File: src/rtl/adder_pkg.sv
// rtl/adder_pkg.sv - shared widths, signed limits and FSM state type for the accumulator
// Contents:
//   DATA_W      default operand/sum width
//   SMAX, SMIN  signed 32-bit limits used when a sum clamps
//   state_t     accumulator FSM states {IDLE, ACCUM, HOLD}
package adder_pkg;

    localparam int DATA_W = 32;

    localparam logic [DATA_W-1:0] SMAX = 32'h7FFF_FFFF;
    localparam logic [DATA_W-1:0] SMIN = 32'h8000_0000;

    typedef enum logic [1:0] {
        IDLE  = 2'd0,
        ACCUM = 2'd1,
        HOLD  = 2'd2
    } state_t;

endpackage

File: src/rtl/stream_sum_accumulator_if.sv
// rtl/stream_sum_accumulator_if.sv - operand input stream and result output stream bundle
// Signals:
//   in_valid/in_ready/in_data/in_last    operand stream (producer -> accumulator)
//   out_valid/out_ready/out_sum/out_cout/out_overflow/out_beats
//                                        result stream (accumulator -> consumer)
// Modports:
//   master  traffic source/sink side (drives operands, accepts results)
//   slave   accumulator side
interface stream_sum_accumulator_if #(
    parameter int WIDTH = 32,
    parameter int CNT_W = 5
);
    logic             in_valid;
    logic             in_ready;
    logic [WIDTH-1:0] in_data;
    logic             in_last;
    logic             out_valid;
    logic             out_ready;
    logic [WIDTH-1:0] out_sum;
    logic             out_cout;
    logic             out_overflow;
    logic [CNT_W-1:0] out_beats;

    modport master (
        output in_valid, in_data, in_last, out_ready,
        input  in_ready, out_valid, out_sum, out_cout, out_overflow, out_beats
    );

    modport slave (
        input  in_valid, in_data, in_last, out_ready,
        output in_ready, out_valid, out_sum, out_cout, out_overflow, out_beats
    );
endinterface

File: src/rtl/acc_add_sat.sv
// rtl/acc_add_sat.sv - combinational WIDTH-bit signed add with carry, overflow and optional clamp
// Ports:
//   a, b   operands (two's complement)
//   sum    a + b, wrapped, or clamped when ACC_SATURATE_EN is defined
//   cout   carry out of bit WIDTH-1 of the raw addition
//   ovf    signed overflow of the raw addition
// Build option: ACC_SATURATE_EN enables clamping to the signed limits.
module acc_add_sat #(
    parameter int WIDTH = 32
) (
    input  logic [WIDTH-1:0] a,
    input  logic [WIDTH-1:0] b,
    output logic [WIDTH-1:0] sum,
    output logic             cout,
    output logic             ovf
);
    logic [WIDTH:0]   raw;
    logic [WIDTH-1:0] raw_sum;

    assign raw     = {1'b0, a} + {1'b0, b};
    assign raw_sum = raw[WIDTH-1:0];
    assign cout    = raw[WIDTH];
    // Overflow only when both operands share a sign the result does not.
    assign ovf     = (a[WIDTH-1] == b[WIDTH-1]) & (raw_sum[WIDTH-1] != a[WIDTH-1]);

`ifdef ACC_SATURATE_EN
    localparam logic [WIDTH-1:0] SAT_MAX = {1'b0, {(WIDTH-1){1'b1}}};
    localparam logic [WIDTH-1:0] SAT_MIN = {1'b1, {(WIDTH-1){1'b0}}};

    // On overflow the operands' common sign picks the limit to clamp to.
    assign sum = ovf ? (a[WIDTH-1] ? SAT_MIN : SAT_MAX) : raw_sum;
`else
    assign sum = raw_sum;
`endif
endmodule

File: src/rtl/stream_sum_accumulator.sv
// rtl/stream_sum_accumulator.sv - packet summing accumulator between valid/ready streams
// Ports:
//   clk     rising-edge clock
//   rst_n   asynchronous active-low reset
//   bus     stream_sum_accumulator_if.slave: operand stream in, packet result out
// Build option: ACC_SATURATE_EN (in acc_add_sat) clamps overflowing sums.
module stream_sum_accumulator
    import adder_pkg::*;
#(
    parameter int WIDTH     = DATA_W,
    parameter int MAX_BEATS = 16,
    parameter int CNT_W     = 5
) (
    input  logic                     clk,
    input  logic                     rst_n,
    stream_sum_accumulator_if.slave  bus
);
    state_t           state;
    logic [WIDTH-1:0] acc;
    logic [CNT_W-1:0] count;
    logic             cout_q;
    logic             ovf_q;
    logic             in_ready_q;
    logic             out_valid_q;

    logic [WIDTH-1:0] add_sum;
    logic             add_cout;
    logic             add_ovf;
    logic             accept_in;
    logic [CNT_W-1:0] count_inc;
    logic             close_pkt;

    // acc is zero whenever the FSM is in IDLE, so the first beat is simply 0 + in_data.
    acc_add_sat #(.WIDTH(WIDTH)) u_add (
        .a    (acc),
        .b    (bus.in_data),
        .sum  (add_sum),
        .cout (add_cout),
        .ovf  (add_ovf)
    );

    assign accept_in = bus.in_valid & in_ready_q;
    assign count_inc = count + 1'b1;
    assign close_pkt = bus.in_last | (count_inc == CNT_W'(MAX_BEATS));

    always_ff @(posedge clk or negedge rst_n) begin
        if (!rst_n) begin
            state       <= IDLE;
            acc         <= '0;
            count       <= '0;
            cout_q      <= 1'b0;
            ovf_q       <= 1'b0;
            in_ready_q  <= 1'b0;
            out_valid_q <= 1'b0;
        end else begin
            case (state)
                IDLE: begin
                    in_ready_q <= 1'b1;
                    if (accept_in) begin
                        acc    <= add_sum;
                        count  <= count_inc;
                        cout_q <= 1'b0;
                        ovf_q  <= 1'b0;
                        if (close_pkt) begin
                            state       <= HOLD;
                            in_ready_q  <= 1'b0;
                            out_valid_q <= 1'b1;
                        end else begin
                            state <= ACCUM;
                        end
                    end
                end
                ACCUM: begin
                    if (accept_in) begin
                        acc    <= add_sum;
                        count  <= count_inc;
                        cout_q <= add_cout;
                        ovf_q  <= ovf_q | add_ovf;
                        if (close_pkt) begin
                            state       <= HOLD;
                            in_ready_q  <= 1'b0;
                            out_valid_q <= 1'b1;
                        end
                    end
                end
                HOLD: begin
                    if (bus.out_ready) begin
                        state       <= IDLE;
                        out_valid_q <= 1'b0;
                        in_ready_q  <= 1'b1;
                        acc         <= '0;
                        count       <= '0;
                        cout_q      <= 1'b0;
                        ovf_q       <= 1'b0;
                    end
                end
                default: begin
                    state       <= IDLE;
                    in_ready_q  <= 1'b0;
                    out_valid_q <= 1'b0;
                end
            endcase
        end
    end

    assign bus.in_ready     = in_ready_q;
    assign bus.out_valid    = out_valid_q;
    assign bus.out_sum      = acc;
    assign bus.out_cout     = cout_q;
    assign bus.out_overflow = ovf_q;
    assign bus.out_beats    = count;
endmodule
File: src/flat_wrapper.sv
// flat-port wrapper written by rule: the top's interface ports become plain ports
module stream_sum_accumulator_flat import adder_pkg::*;
#(
    parameter int WIDTH     = DATA_W,
    parameter int MAX_BEATS = 16,
    parameter int CNT_W     = 5
)
  (clk, rst_n, bus_in_valid, bus_in_data, bus_in_last, bus_out_ready, bus_in_ready, bus_out_valid, bus_out_sum, bus_out_cout, bus_out_overflow, bus_out_beats);
  stream_sum_accumulator_if #(.WIDTH(WIDTH), .CNT_W(CNT_W)) bus_i ();
  input  logic clk;
  input  logic rst_n;
  input wire logic [$bits(bus_i.in_valid)-1:0] bus_in_valid;
  input wire logic [$bits(bus_i.in_data)-1:0] bus_in_data;
  input wire logic [$bits(bus_i.in_last)-1:0] bus_in_last;
  input wire logic [$bits(bus_i.out_ready)-1:0] bus_out_ready;
  output wire logic [$bits(bus_i.in_ready)-1:0] bus_in_ready;
  output wire logic [$bits(bus_i.out_valid)-1:0] bus_out_valid;
  output wire logic [$bits(bus_i.out_sum)-1:0] bus_out_sum;
  output wire logic [$bits(bus_i.out_cout)-1:0] bus_out_cout;
  output wire logic [$bits(bus_i.out_overflow)-1:0] bus_out_overflow;
  output wire logic [$bits(bus_i.out_beats)-1:0] bus_out_beats;
  assign bus_i.in_valid = bus_in_valid;
  assign bus_i.in_data = bus_in_data;
  assign bus_i.in_last = bus_in_last;
  assign bus_i.out_ready = bus_out_ready;
  assign bus_in_ready = bus_i.in_ready;
  assign bus_out_valid = bus_i.out_valid;
  assign bus_out_sum = bus_i.out_sum;
  assign bus_out_cout = bus_i.out_cout;
  assign bus_out_overflow = bus_i.out_overflow;
  assign bus_out_beats = bus_i.out_beats;
  stream_sum_accumulator #(.WIDTH(WIDTH), .MAX_BEATS(MAX_BEATS), .CNT_W(CNT_W)) u_core (.clk(clk), .rst_n(rst_n), .bus(bus_i));
endmodule
File: config.mk
export PLATFORM = sky130hd
export DESIGN_NAME = stream_sum_accumulator_flat
export DESIGN_NICKNAME = d
export VERILOG_FILES = /design/src/rtl/adder_pkg.sv /design/src/rtl/stream_sum_accumulator_if.sv /design/src/rtl/acc_add_sat.sv /design/src/rtl/stream_sum_accumulator.sv /design/src/flat_wrapper.sv
export SDC_FILE = /design/constraint.sdc
export NUM_CORES = 1
export LEC_CHECK = 0
export BUFFER_PORTS_ARGS = -buffer_cell sky130_fd_sc_hd__clkbuf_2
export CAP_MARGIN = 20
export CORE_MARGIN = 2
export CORE_UTILIZATION = 35
export DETAILED_ROUTE_END_ITERATION = 16
export HOLD_SLACK_MARGIN = 0.02
export PLACE_DENSITY_LB_ADDON = 0.25
export SLEW_MARGIN = 20
export SYNTH_ARGS = -nofsm -noshare
export SYNTH_HDL_FRONTEND = slang
export SYNTH_HIERARCHICAL = 1
export SYNTH_SLANG_ARGS = --single-unit
File: constraint.sdc
create_clock -name clk -period 3.7 [get_ports clk]
set_input_delay 0.74 -clock clk [delete_from_list [all_inputs] [get_ports clk]]
set_output_delay 0.74 -clock clk [all_outputs]
set_load 0.02 [all_outputs]
==> flow_metrics.env <==
export IMPL_clock_latency_ps=300
export IMPL_syn_area_um2=3430
export IMPL_firstDrtPassIters=4
export IMPL_cts_resized_gates=0
export IMPL_cts_buffer_depth=2
export IMPL_layout_common_cells="clkbuf_2, dfrtp_1, a22o_1, ha_1, a21oi_1"
export IMPL_worstPathCellList="clkbuf_2 > ha_1 > fa_1 > a21oi_2 > nor2_1 > o31ai_4 > o211ai_4 > a211o_1 > a211o_1 > a221o_1 > nand2_1 > o31ai_1"
export IMPL_drc=0
export IMPL_synth_cell_types=57
export IMPL_tritoncts="yes"
export IMPL_gp_congestion=0.841
export IMPL_numCtsBuffers=5
export IMPL_rsz0062_at_grt="false"
export IMPL_use_met1_pct=23.2
export IMPL_via_per_inst=5.33
export IMPL_arrival_ps=3210
export IMPL_grt_busiest_layer="met2"
export IMPL_insertedDiodeCount=0
export IMPL_postCtsSetupBuffers=0
export IMPL_area_growth_pct=17.8
export IMPL_period_minus_slack_ps=3030
export IMPL_ant_nets=0
export IMPL_dp_slack_ps=345
export IMPL_numPortBuffers=77
export IMPL_p_int_mw=1.96
export IMPL_place_inst=569
export IMPL_drive_gt1_share_pct=22.5
export IMPL_grt_use_met3_pct=3.12
export IMPL_final_cell_count_no_fill=577
export IMPL_die_h_um=103
export IMPL_stdcell_area_um2=4040
export IMPL_via_count=3077
export IMPL_cts_max_level=2
export IMPL_boundaryPins=78
export IMPL_clkTransAtPathRegs_ps=100
export IMPL_finalCritPeriodShare_pct=81.8
export IMPL_start_kind="input pin"
export IMPL_slew_limit_headroom_pct=51.2
export IMPL_p_per_area_nw_per_um2=934
export IMPL_syn_instance_count=376
export IMPL_drv_cap=0
export IMPL_routed_wl_mm=8.60
export IMPL_crit_path_end_kind="register"
export IMPL_nFillCells=1017
export IMPL_tightest_slew_ps=732
export IMPL_p_total_mw=3.77
export IMPL_pwr_share_clk_pct=10.8
export IMPL_grt_util_met2_pct=27.2
export IMPL_synth_edf_count=0
export IMPL_grt_pass1_wl_mm=14.4
export IMPL_antenna_found_initial=0
export IMPL_wl_per_cell_um=14.9
export IMPL_p_comb_share_pct=65.7
export IMPL_power_leakage_nw=1.96
export IMPL_switchingPower_mw=1.81
export IMPL_syn_num_nets=447
export IMPL_drt_initial_drc_count=86
export IMPL_status="completed"
export IMPL_drv_slew=0
export IMPL_setup_viol=0
export IMPL_report_final_hold_viol_count=0
export IMPL_cpMostUsedCell="a211o_1"
export IMPL_tns_ps=0
export IMPL_cp_slowest_cell="fa_1"
export IMPL_ys_flop_type="dfrtp_1"
export IMPL_netSwitchingFraction_pct=48.1
export IMPL_slowest_delay_ps=420
export IMPL_fin_skew_ps=12.8
export IMPL_final_common_cell="clkbuf_2"
export IMPL_gr_total_overflow=0
export IMPL_dpl_hpwl_mm=6.50
export IMPL_core_area_um2=9640
export IMPL_num_rows=36
export IMPL_die_area_um2=10600
export IMPL_syn_area_per_cell_um2=9.12
export IMPL_worstSetupPathType="input pin to register"
export IMPL_finalNetCount=514
export IMPL_grt_max_degree=39
export IMPL_irDropWorstVdd_mv=0.322
export IMPL_synth_async_reset_ratio_pct=100
export IMPL_worst_slack_ps=673
export IMPL_grt_total_usage_pct=16.8
export IMPL_yosys_register_bits=43
export IMPL_worst_ep_required_time_ps=3880
export IMPL_seqPwrFrac_pct=23.4
export IMPL_root_buffer="clkbuf_8"
export IMPL_die_w_um=103
export IMPL_placed_area_um2=3920
export IMPL_initial_core_util_pct=35.6
export IMPL_seq_area_frac_synth_pct=31.4
export IMPL_fmax_ghz=0.330
export IMPL_synth_warnings=6
export IMPL_hp_class="input pin to async pin"
export IMPL_crit_fanout=7
export IMPL_cts_hold_buf=0
export IMPL_clock_sinks=43
export IMPL_grt_pass1_vias=3030
## power groups by stage
stage          Sequential, mW  Combinational [mW]  Clock (mW)
3_3_place_gp            0.890                2.46           0
4_1_cts                 0.886                2.49       0.429
6_report                0.883                2.48       0.408
2_1_floorplan            1.09                1.69           0
5_1_grt                 0.919                2.75       0.446
3_5_place_dp            0.894                2.48           0
## layout make-up
cell class / instances / area, µm² / share of cell area (%)
repair buffers: 80 / 408 / 10.1
multi-input cells: 305 / 2240 / 55.4
clock inverters: 2 / 38.8 / 0.961
clock buffers: 6 / 82.6 / 2.05
flip-flops and latches: 43 / 1080 / 26.7
well taps: 133 / 166 / 4.12
inverters: 8 / 30.0 / 0.744
## state kept, by name, summed over array words and instances (netlist names)
signal                   flops
u_core/bus.in_ready          1
u_core/bus.out_beats         5
u_core/bus.out_valid         1
u_core/bus.out_overflow      1
u_core/bus.out_sum          32
u_core/state                 2
u_core/bus.out_cout          1
## final timing paths
path,slack (ps),to,startpoint,cells after the start
worst max-delay path,670,u_core/bus.out_cout,bus_in_data[0],12
worst min-delay path,470,u_core/bus.out_sum[17],rst_n,1
worst max register to register,740,u_core/bus.out_cout,u_core/bus.out_sum[0],11
worst min register to register,510,u_core/bus.out_valid,u_core/bus.out_valid,2
max in group asynchronous,2510,u_core/bus.out_sum[28],rst_n,2
min in group clk,510,u_core/bus.out_valid,u_core/bus.out_valid,2
## Yosys cell counts, types with 2 or more instances
| library cell | instances | area [µm²] |
|---|---|---|
| nand3_1 | 10 | 50.1 |
| a21oi_2 | 2 | 17.5 |
| xor2_1 | 12 | 105 |
| buf_6 | 2 | 22.5 |
| a311o_1 | 2 | 20.0 |
| o22ai_1 | 2 | 12.5 |
| a211oi_1 | 2 | 15.0 |
| a21oi_1 | 31 | 155 |
| a221o_1 | 2 | 20.0 |
| dfrtp_1 | 43 | 1080 |
| o21bai_1 | 3 | 22.5 |
| nand2_1 | 26 | 97.6 |
| a211o_1 | 4 | 35.0 |
| a22o_1 | 33 | 289 |
| o211ai_1 | 5 | 37.5 |
| a21o_1 | 10 | 75.1 |
| nor2_1 | 25 | 93.8 |
| o21ai_0 | 18 | 90.1 |
| o21a_1 | 2 | 15.0 |
| ha_1 | 33 | 413 |
| o21ai_1 | 5 | 25.0 |
| nor2b_1 | 6 | 37.5 |
| clkbuf_1 | 11 | 41.3 |
| buf_2 | 6 | 30.0 |
| nand2b_1 | 5 | 31.3 |
| a31oi_1 | 7 | 43.8 |
| xnor2_1 | 18 | 158 |
| and3_1 | 3 | 18.8 |
| nor3_1 | 3 | 15.0 |
| nand4_1 | 11 | 68.8 |
| inv_1 | 8 | 30.0 |
## layer usage
metal	wire, µm	share of wire [%]
met1	4160	48
met2	3830	45
met3	482	5.6
met4	119	1.4
met5	0	0
## metrics by stage
| stage | hold WS [ps] | utilization (%) |
|---|---|---|
| finish | 475 | 41.9 |
| global route | 535 | 41.9 |
| CTS | 506 | 41.9 |
| detailed placement | 492 | 40.6 |
| global placement | 486 | 40.6 |
| floorplan | 444 | - |
## critical path: cells and delay by family
family          cells  cell delay [ps]
buf+inv             1               80
simple gates        2              170
fa+ha+maj           2              630
compound gates      7             1580
## kinds of logic after synthesis
kind of cell             share of synthesized area, %
buffers and inverters                            3.83
XOR/XNOR                                         7.66
adder cells (fa/ha/maj)                          12.6
AND/OR/NAND/NOR                                  15.0
flip-flops                                       31.4
AO/OA/AOI/OAI                                    29.2
multiplexers                                    0.292
Note: power is estimated with default switching activity, not from simulation.
